--- src/rtl/tlc_timed_nway.sv ---
// rtl/tlc_timed_nway.sv - N-way timed traffic light controller with emergency pre-emption
module tlc_timed_nway #(
  parameter int N_DIR      = 4,
  parameter int DIR_W      = 2,
  parameter int CNT_W      = 8,
  parameter int GREEN_CYC  = 8,
  parameter int YELLOW_CYC = 3,
  parameter int ALLRED_CYC = 1
) (
  input  logic               clk,
  input  logic               rst,
  input  logic               emg,
  input  logic [DIR_W-1:0]   emg_dir,
  output logic [3*N_DIR-1:0] TL,
  output logic [DIR_W-1:0]   cur_dir,
  output logic [1:0]         phase,
  output logic               emg_act
);

  localparam logic [1:0] PH_GREEN  = 2'b00;
  localparam logic [1:0] PH_YELLOW = 2'b01;
  localparam logic [1:0] PH_ALLRED = 2'b10;

  // Counter holds remaining cycles minus one; the phase advances when it reads zero.
  localparam logic [CNT_W-1:0] G_LOAD = CNT_W'(GREEN_CYC - 1);
  localparam logic [CNT_W-1:0] Y_LOAD = CNT_W'(YELLOW_CYC - 1);
  localparam logic [CNT_W-1:0] A_LOAD = CNT_W'((ALLRED_CYC > 0) ? ALLRED_CYC - 1 : 0);
  // On release the releasing cycle already counts as the first of the fresh green dwell.
  localparam logic [CNT_W-1:0] G_REL  = CNT_W'((GREEN_CYC > 1) ? GREEN_CYC - 2 : 0);

  logic [CNT_W-1:0] cnt, nxt_cnt;
  logic [DIR_W-1:0] target, nxt_target, nxt_dir, succ_dir, nxt_green_dir;
  logic [1:0]       nxt_phase;
  logic             nxt_act;

  function automatic logic [3*N_DIR-1:0] tl_of(input logic [1:0] ph, input logic [DIR_W-1:0] dir);
    logic [3*N_DIR-1:0] t;
    t = '0;
    for (int d = 0; d < N_DIR; d++) begin
      t[3*d +: 3] = 3'b100;
      if (DIR_W'(d) == dir) begin
        if (ph == PH_GREEN)  t[3*d +: 3] = 3'b001;
        if (ph == PH_YELLOW) t[3*d +: 3] = 3'b010;
      end
    end
    return t;
  endfunction

  assign succ_dir      = (cur_dir == DIR_W'(N_DIR - 1)) ? '0 : cur_dir + 1'b1;
  assign nxt_green_dir = emg_act ? target : succ_dir;

  always_comb begin
    nxt_dir    = cur_dir;
    nxt_phase  = phase;
    nxt_cnt    = cnt - 1'b1;
    nxt_act    = emg_act;
    nxt_target = target;

    if (!emg_act && emg) begin
      nxt_act    = 1'b1;
      nxt_target = ({1'b0, emg_dir} < (DIR_W+1)'(N_DIR)) ? emg_dir : '0;
    end

    case (phase)
      PH_GREEN: begin
        if (emg_act && cur_dir != target) begin
          nxt_phase = PH_YELLOW;
          nxt_cnt   = Y_LOAD;
        end else if (emg_act && emg) begin
          nxt_cnt = cnt;
        end else if (emg_act) begin
          nxt_act = 1'b0;
          if (GREEN_CYC == 1) begin
            nxt_phase = PH_YELLOW;
            nxt_cnt   = Y_LOAD;
          end else begin
            nxt_cnt = G_REL;
          end
        end else if (cnt == '0) begin
          nxt_phase = PH_YELLOW;
          nxt_cnt   = Y_LOAD;
        end
      end
      PH_YELLOW: begin
        if (cnt == '0) begin
          if (ALLRED_CYC > 0) begin
            nxt_phase = PH_ALLRED;
            nxt_cnt   = A_LOAD;
          end else begin
            nxt_phase = PH_GREEN;
            nxt_dir   = nxt_green_dir;
            nxt_cnt   = G_LOAD;
          end
        end
      end
      PH_ALLRED: begin
        if (cnt == '0) begin
          nxt_phase = PH_GREEN;
          nxt_dir   = nxt_green_dir;
          nxt_cnt   = G_LOAD;
        end
      end
      default: begin
        nxt_phase = PH_GREEN;
        nxt_dir   = '0;
        nxt_cnt   = G_LOAD;
        nxt_act   = 1'b0;
      end
    endcase
  end

  always_ff @(posedge clk) begin
    if (rst) begin
      cur_dir <= '0;
      phase   <= PH_GREEN;
      cnt     <= G_LOAD;
      emg_act <= 1'b0;
      target  <= '0;
      TL      <= tl_of(PH_GREEN, '0);
    end else begin
      cur_dir <= nxt_dir;
      phase   <= nxt_phase;
      cnt     <= nxt_cnt;
      emg_act <= nxt_act;
      target  <= nxt_target;
      TL      <= tl_of(nxt_phase, nxt_dir);
    end
  end

endmodule
--- config.mk ---
export PLATFORM = sky130hd
export DESIGN_NAME = tlc_timed_nway
export DESIGN_NICKNAME = d
export VERILOG_FILES = /design/src/rtl/tlc_timed_nway.sv
export SDC_FILE = /design/constraint.sdc
export NUM_CORES = 1
export LEC_CHECK = 0
export ABC_AREA = 1
export CORE_ASPECT_RATIO = 1.4
export CORE_MARGIN = 2
export CORE_UTILIZATION = 47
export DETAILED_ROUTE_END_ITERATION = 10
export GPL_ROUTABILITY_DRIVEN = 1
export PLACE_DENSITY = 0.82
export SYNTH_ARGS = -nofsm -noshare
export SYNTH_HDL_FRONTEND = slang
export SYNTH_SLANG_ARGS = --single-unit
--- constraint.sdc ---
create_clock -name clk -period 1.59 [get_ports clk]
set_clock_uncertainty 0.15 [all_clocks]
set_input_delay 0.318 -clock clk [delete_from_list [all_inputs] [get_ports clk]]
set_output_delay 0.318 -clock clk [all_outputs]
set_load 0.005 [all_outputs]
==> metrics.yaml, run 1 <==
failing_checks: "setup timing"
top_level_ports: 22
post_layout_nonfiller_instances: 285
detail_route.first_pass.iterations: 4
cp.required_ns: 1.66
synth.cell_area_um2: 1400
pwr-share-comb_pct: 31.9
cp_top_family: "simple AND/OR/NAND/NOR gates"
cts-root-to-sink-buffers: 2
hold_viol_final: 0
power.density_nw_per_um2: 738
netSwitchingPower_mw: 0.525
timing.slew.headroom_pct: 77.4
grt_max_degree: 16
cts.htree.levels: 1
tritoncts: "done"
vias: 1471
r2r_end: "TL[7]$_SDFF_PP0_"
clkSlewWorstSetupHoldPaths_ns: 0.09
min_period_over_period_pct: 107
initialDrtViolationCount: 47
power.clock.fraction_pct: 23.9
critical_path.max_fanout: 7
whs_endpoint: "cnt[5]$_SDFFE_PP0P_"
avgRoutedWirePerCell_um: 14.7
switching_share_pct: 31.5
run_status: "complete, but fails checks"
holdPathStages: 1
syn_nets: 199
totalPowerFinal_mw: 1.67
r2r_setup_slk_ns: -0.10
drv_slew: 0
initial_antenna_violation_count: 0
crit_path_end_kind: "flop"
max_cap_violations: 0
period_minus_slack_ns: 1.69
syn_avg_cell_area_um2: 7.47
gr-total-overflow: 0
timing.setup.critical_path_class: "reg -> reg"
track_usage_pct: 24.5
core_um2: 2850
p_int_mw: 1.14
worst-endpoint-arrival_ns: 1.76
syn2layout_area_growth_pct: 61.7
row_count: 23
gpl.final_weighted_congestion: 0.819
critPathLaunchType: "flop"
nNetsFinal: 261
post_synth_num_cell_types: 27
final.setup.worst_slack_ns: -0.104
first_global_vias: 1490
drc: 0
min_path_type: "reg -> reg"
finalSetupViolCount: 17
wire_length_of_the_first_global_routing_pass_mm: 6.34
vdd_ir_drop_max_v: 0.000689
dpl.hpwl_mm: 2.66
die_y_um: 68.5
yosysWarnings: 0
totalWireLength_mm: 4.20
antennaDiodeCount: 0
cp.buffers_inverters: 0
ant_nets: 0
ordered_list_of_cells_on_the_worst_path: "nor2_2 > nand2_4 > nor2_4 > nand2_2 > nand3b_1 > nand2_2 > nand2_4 > nand3_4 > nor2_1"
cts_num_sinks: 27
die_w_um: 50.1
post-route-util_pct: 79.3
worstReg2RegStart: "cnt[7]$_SDFFE_PP0P_"
synth.ff_latch_count: 27
io_buffers: 21
cts_root_buffer: "sky130_fd_sc_hd__clkbuf_8"
sequential_cell_area_fraction_in_the_yosys_report_pct: 38.7
cpPeakStageDelay_ns: 0.35
viasPerCell: 5.16
achievable-frequency_mhz: 590
place_inst: 271
static-leakage-power_nw: 1.09
fin_tns_setup_ns: -0.998
slowest_cp_cell: "sky130_fd_sc_hd__dfxtp_1"
initial_core_util_pct: 49.1
worstSkewPairLatency_ns: 0.28
cts_buffers: 3
grt_setup_unrepaired: "yes"
worst_slew_pin_slew_ns: 0.338
ff2ff_path_depth: 9
p_seq_share_pct: 44.3
post_route_cells_drive_above_1_share_pct: 48.4
die_area_um2: 3430
postSynthCellCount: 187
dpl_worst_slack_ns: -0.182
worst_hold_startpoint: "cnt[5]$_SDFFE_PP0P_"
[per-layer routing]
| metal | vias up | wire [um] | GRT usage [%] |
|---|---|---|---|
| met3 | 18 | 151 | 3.23 |
| met1 | 682 | 1470 | 23.3 |
| met4 | 0 | 155 | 11.5 |
| li1 | 728 | - | - |
| met5 | - | 0 | 0 |
| met2 | 43 | 2430 | 50.8 |
[logic make-up (layout without fill, tap and decap cells)]
group                      after synthesis  after routing  share of synthesized area (%)
AOI/OAI and AO/OA                       24             24                           9.67
adders and majority gates                7              7                           6.27
buffers and inverters                   28             89                           7.61
and+or+nand+nor                         99             99                           36.5
xor gates and xnor gates                 2              2                           1.25
DFF                                     27             27                           38.7
[flip-flops by register name, indices dropped and copies added (netlist names)]
signal   flops
emg_act      1
cnt          8
phase        2
cur_dir      2
TL          12
target       2
[layout by cell type, fill, tap and decap left out, types with 2 or more instances in the layout]
cell type	Yosys	layout
sky130_fd_sc_hd__clkbuf_8	0	3
sky130_fd_sc_hd__nand2_1	39	26
sky130_fd_sc_hd__buf_6	0	6
sky130_fd_sc_hd__dfxtp_2	0	6
sky130_fd_sc_hd__o22ai_1	2	2
sky130_fd_sc_hd__nand3_4	0	2
sky130_fd_sc_hd__nor2_4	3	5
sky130_fd_sc_hd__buf_4	0	31
sky130_fd_sc_hd__nand3b_1	2	2
sky130_fd_sc_hd__ha_4	0	4
sky130_fd_sc_hd__nand3_2	3	5
sky130_fd_sc_hd__inv_2	6	9
sky130_fd_sc_hd__inv_1	21	13
sky130_fd_sc_hd__nor2_1	20	11
sky130_fd_sc_hd__clkdlybuf4s50_1	0	11
sky130_fd_sc_hd__o21ai_1	1	2
sky130_fd_sc_hd__dlymetal6s2s_1	0	5
sky130_fd_sc_hd__a21oi_2	1	2
sky130_fd_sc_hd__nand3_1	9	5
sky130_fd_sc_hd__a31oi_1	4	4
sky130_fd_sc_hd__ha_1	7	3
sky130_fd_sc_hd__nor2_2	1	8
sky130_fd_sc_hd__o21ai_0	7	5
sky130_fd_sc_hd__dfxtp_4	0	3
sky130_fd_sc_hd__nand2_4	4	12
sky130_fd_sc_hd__dlygate4sd2_1	0	5
sky130_fd_sc_hd__dfxtp_1	27	18
sky130_fd_sc_hd__a21oi_1	8	6
sky130_fd_sc_hd__nand2_2	9	14
sky130_fd_sc_hd__nand4_1	6	6
sky130_fd_sc_hd__inv_4	0	4
[synthesized netlist by cell type]
cell type                  count  area, um2
sky130_fd_sc_hd__a21oi_1       8       40.0
sky130_fd_sc_hd__a21oi_2       1       8.76
sky130_fd_sc_hd__a31o_2        1       8.76
sky130_fd_sc_hd__a31oi_1       4       25.0
sky130_fd_sc_hd__and3_1        1       6.26
sky130_fd_sc_hd__and3b_1       1       8.76
sky130_fd_sc_hd__buf_2         1       5.00
sky130_fd_sc_hd__dfxtp_1      27        541
sky130_fd_sc_hd__ha_1          7       87.6
sky130_fd_sc_hd__inv_1        21       78.8
sky130_fd_sc_hd__inv_2         6       22.5
sky130_fd_sc_hd__nand2_1      39        146
sky130_fd_sc_hd__nand2_2       9       56.3
sky130_fd_sc_hd__nand2_4       4       45.0
sky130_fd_sc_hd__nand3_1       9       45.0
sky130_fd_sc_hd__nand3_2       3       30.0
sky130_fd_sc_hd__nand3b_1      2       15.0
sky130_fd_sc_hd__nand4_1       6       37.5
sky130_fd_sc_hd__nor2_1       20       75.1
sky130_fd_sc_hd__nor2_2        1       6.26
sky130_fd_sc_hd__nor2_4        3       33.8
sky130_fd_sc_hd__nor3_1        1       5.00
sky130_fd_sc_hd__o21ai_0       7       35.0
sky130_fd_sc_hd__o21ai_1       1       5.00
sky130_fd_sc_hd__o22ai_1       2       12.5
sky130_fd_sc_hd__xnor2_1       1       8.76
sky130_fd_sc_hd__xor2_1        1       8.76
[repair_timing]
item / 4_1_cts / 5_1_grt
resized for setup: 34 / 44
hold endpoints to repair: 0 / 0
pin swaps: 13 / 32
hold buffers: 0 / 0
setup endpoints to repair: 19 / 28
setup buffers: 6 / 4
[stage by stage]
step	area [um2]	hold slack, ns
global route	2260	0.368
floorplan	1450	0.231
CTS	2090	0.344
detailed placement	1900	0.330
global placement	1900	0.311
finish	2260	0.338
[worst max-delay path by stage]
stage,start,cells past startpoint,to
finish,cnt[7]$_SDFFE_PP0P_,9,TL[7]$_SDFF_PP0_
global route,cnt[0]$_SDFFE_PP1P_,12,TL[0]$_SDFF_PP1_
CTS,phase[0]$_SDFF_PP0_,8,cnt[4]$_SDFFE_PP0P_
detailed placement,emg,7,cnt[4]$_SDFFE_PP0P_
global placement,emg,7,cnt[5]$_SDFFE_PP0P_
floorplan,cnt[0]$_SDFFE_PP1P_,12,TL[0]$_SDFF_PP1_
[power groups by stage]
stage,Sequential (mW),Clock (mW),Combinational (mW)
global route,0.741,0.428,0.570
global placement,0.745,0,0.374
CTS,0.735,0.396,0.442
detailed placement,0.746,0,0.383
finish,0.738,0.398,0.531
floorplan,0.750,0,0.212
[cell type report]
cell class / count / area, um2
Sequential cell: 27 / 559
Tap cell: 37 / 46.3
Clock inverter: 1 / 5.00
Clock buffer: 3 / 41.3
Multi-Input combinational cell: 132 / 976
Fill cell: 179 / 589
Inverter: 27 / 115
Timing Repair Buffer: 58 / 517
[worst register-to-register path, stage by stage (launching register included)]
cell and delay, ns:
sky130_fd_sc_hd__dfxtp_1 0.35, sky130_fd_sc_hd__nor2_2 0.17, sky130_fd_sc_hd__nand2_4 0.09, sky130_fd_sc_hd__nor2_4 0.20, sky130_fd_sc_hd__nand2_2 0.11, sky130_fd_sc_hd__nand3b_1 0.11
sky130_fd_sc_hd__nand2_2 0.07, sky130_fd_sc_hd__nand2_4 0.14, sky130_fd_sc_hd__nand3_4 0.13, sky130_fd_sc_hd__nor2_1 0.11
(Power assumes the default switching activity.)
==> run 2: changes to the inputs <==
- CAP_MARGIN: not set -> 20
==> results of run 2 <==
No change in the layout: final DEF, timing and power equal those of run 1.
==> run 3: changes to the inputs <==
- SLEW_MARGIN: not set -> 30
==> results of run 3 <==
No change in the layout: final DEF, timing and power equal those of run 1.
==> edit: new RTL, config.mk and constraints of run 2 <==
`DIR_W`: 2 -> 4.
--- a/src/rtl/tlc_timed_nway.sv
+++ b/src/rtl/tlc_timed_nway.sv
@@ -1,7 +1,7 @@
 // rtl/tlc_timed_nway.sv - N-way timed traffic light controller with emergency pre-emption
 module tlc_timed_nway #(
   parameter int N_DIR      = 4,
-  parameter int DIR_W      = 2,
+  parameter int DIR_W      = 4,
   parameter int CNT_W      = 8,
   parameter int GREEN_CYC  = 8,
   parameter int YELLOW_CYC = 3,
Ports: changed (resized cur_dir and emg_dir); port bits go from 22 to 26. The function was not compared with the original's and may differ.
==> edit against run 2 <==
The flow still finishes with violations (negative setup slack); area after synthesis grew 21%; sequential share of layout area is 2.8 points lower; worst setup slack worse by 0.29 ns; total power grew 30%; critical path type unchanged; first-iteration DRC count increased to 5.3 times the old value; sequential cell count up 4; largest cell class unchanged; highest routed layer unchanged; count of clock-buffer cells in the layout increased by 2; final area increased by 31%; routed wire length rose by 110%; via count up 67%; die area rose by 20%.
==> edit: results (changes against run 2) <==
cells_and_area:
  drive_gt1_share_pct: 51.2  # +2.8 points
  largestRegisters: "TL (12), cnt (8)"
  fill_cells: 147  # -18%
  final_nets: 360  # +38%
  antenna_cells: 0  # unchanged
placed_design:
  io_buffers: 25  # +19%
  dp_hpwl_um: 3840  # +44%
  postPlaceCellArea_um2: 2420  # +27%
  place.gp.congestion: 0.938  # +14%
logic_synthesis:
  yosys_warnings: 0  # unchanged
  synth_nets: 261  # +31%
  synth.distinct_cells: 27  # unchanged
  ys_async_sr_fraction_pct: 0  # unchanged
  yosysSeqAreaShare_pct: 36.6  # -2.1 points
  synth.area.top_cells: "dfxtp_1 (37%), nand2_1 (15%), nor2_1 (6.6%)"
  yosysTopAreaCell: "dfxtp_1"
  synthTopCellsByCount: "nand2_1 (69), dfxtp_1 (31), nor2_1 (30), inv_1 (29), nand3_1 (16)"
setup_path:
  cp_data_arrival_time_ns: 2.07  # +0.31 ns
  r2r_cells: 11  # +2
  crit_fanout: 4  # -3
power_and_ir_drop:
  peakVddDrop_v: 0.00101  # +46%
  power_leakage_uw: 0.00149  # +36%
cts:
  clk_pin_slew_worst_paths_ns: 0.08
  clockRootBuffer: "clkbuf_8"
  numCtsBuffers: 5  # +2
  clk_path_buf_depth: 2  # unchanged
  clk_latency_ns: 0.32  # +0.04 ns
  htree_levels: 2  # +1
timing:
  fin_ws_ns: -0.390  # -0.287 ns
  fin_tns_setup_ns: -6.83  # -5.83 ns
  slew_headroom_pct: 78.9  # +1.5 points
  setup_viol: 27  # +10
status:
  violations: "negative setup slack"
  status: "finished with violations"
grt:
  use_met1_pct: 31.9  # +8.6 points
  first_global_vias: 2145  # +44%
  grt_first_pass_wirelength_um: 9490  # +50%
  grt_max_degree: 13  # -3
  antenna_found_initial: 0  # unchanged
  met3_usage_pct: 7.14  # +3.9 points
  grt_util_met2_pct: 58.1  # +7.2 points
  grt.total_usage_pct: 32.6  # +8.1 points
route:
  dr.pass1.iters: 7  # +3
  drt_iter0_drc: 250  # +430%
  viasPerCell: 6.35  # +23%
  wl_um: 9020  # +110%
worst_hold_path:
  hold_path_class: "input pin to flop"
  hold_depth: 3  # +2
[edit: cell count changes in the layout (fill, tap and decap cells not counted), sizes merged, moves of 5 or more]
cell          before  now
buf               37   69
inv               26   32
nand3             12   17
dlymetal6s2s       5   11
nor3               1   10
nand2             52   74
nor2              24   37
[edit: stage by stage]
stage,setup WS (ns),hold WS (ns),instances
5_1_grt,-0.518,0.432,386
4_1_cts,-0.158,0.424,377
2_1_floorplan,-0.0248,0.247,246
3_3_place_gp,-0.144,0.398,361
6_report,-0.390,0.421,386
3_5_place_dp,-0.220,0.399,361
[edit: routing by layer]
layer  wire, µm  up-vias
met2       4190      254
met5          0        -
li1           -      976
met1       2860     1107
met4       1000        0
met3        960      113
[edit: cells by family (layout without fill, tap and decap cells)]
| family | after synthesis | count (layout) | share of synthesized area [%] |
|---|---|---|---|
| XOR/XNOR | 4 | 4 | 2.06 |
| buffers and inverters | 36 | 134 | 8.92 |
| adder cells (fa/ha/maj) | 8 | 8 | 5.90 |
| AO/OA/AOI/OAI | 25 | 25 | 9.00 |
| AND/OR/NAND/NOR | 142 | 144 | 37.5 |
| flip-flops | 31 | 31 | 36.6 |
[edit: cell type report]
type	instances	area, µm²	share of cell area, %
multi-input combinational	181	1230	41.6
timing repair buffer	94	821	27.7
sequential	31	649	21.9
inverter	32	123	4.14
clock buffer	5	68.8	2.32
tap	40	50.0	1.69
clock inverter	3	20.0	0.675
[edit: worst max-delay path, stage by stage, from the launching register on]
cell      delay, ns
dfxtp_4        0.38
inv_2          0.07
ha_4           0.18
buf_4          0.16
nand2_1        0.11
inv_1          0.07
nand2_1        0.08
nand3_2        0.12
o21bai_4       0.22
buf_6          0.16
nand3_4        0.08
nor2_1         0.13
[edit: path summary, 6_finish.rpt]
kind / from / end / slack (ns)
worst min-delay path: emg_dir[0] / target[0] / 0.42
worst min register to register: target[2] / target[2] / 0.44
worst max-delay path: phase[0] / TL[7] / -0.39
worst max register to register: phase[0] / TL[7] / -0.39
[edit: repair_timing]
action,in CTS,in global routing
buffers inserted,6,9
endpoints found under the hold margin,0,0
hold buffers,0,0
endpoints found under the setup margin,31,36
pin swaps,11,20
gates resized for setup,45,70
gates cloned,2,0
[edit: power by group]
part	leakage, µW	total [µW]	internal, µW	switching, µW
Clock	0.0000402	682	305	377
Sequential	0.000256	840	807	32.5
Combinational	0.00119	652	279	373
Total	0.00149	2170	1390	782
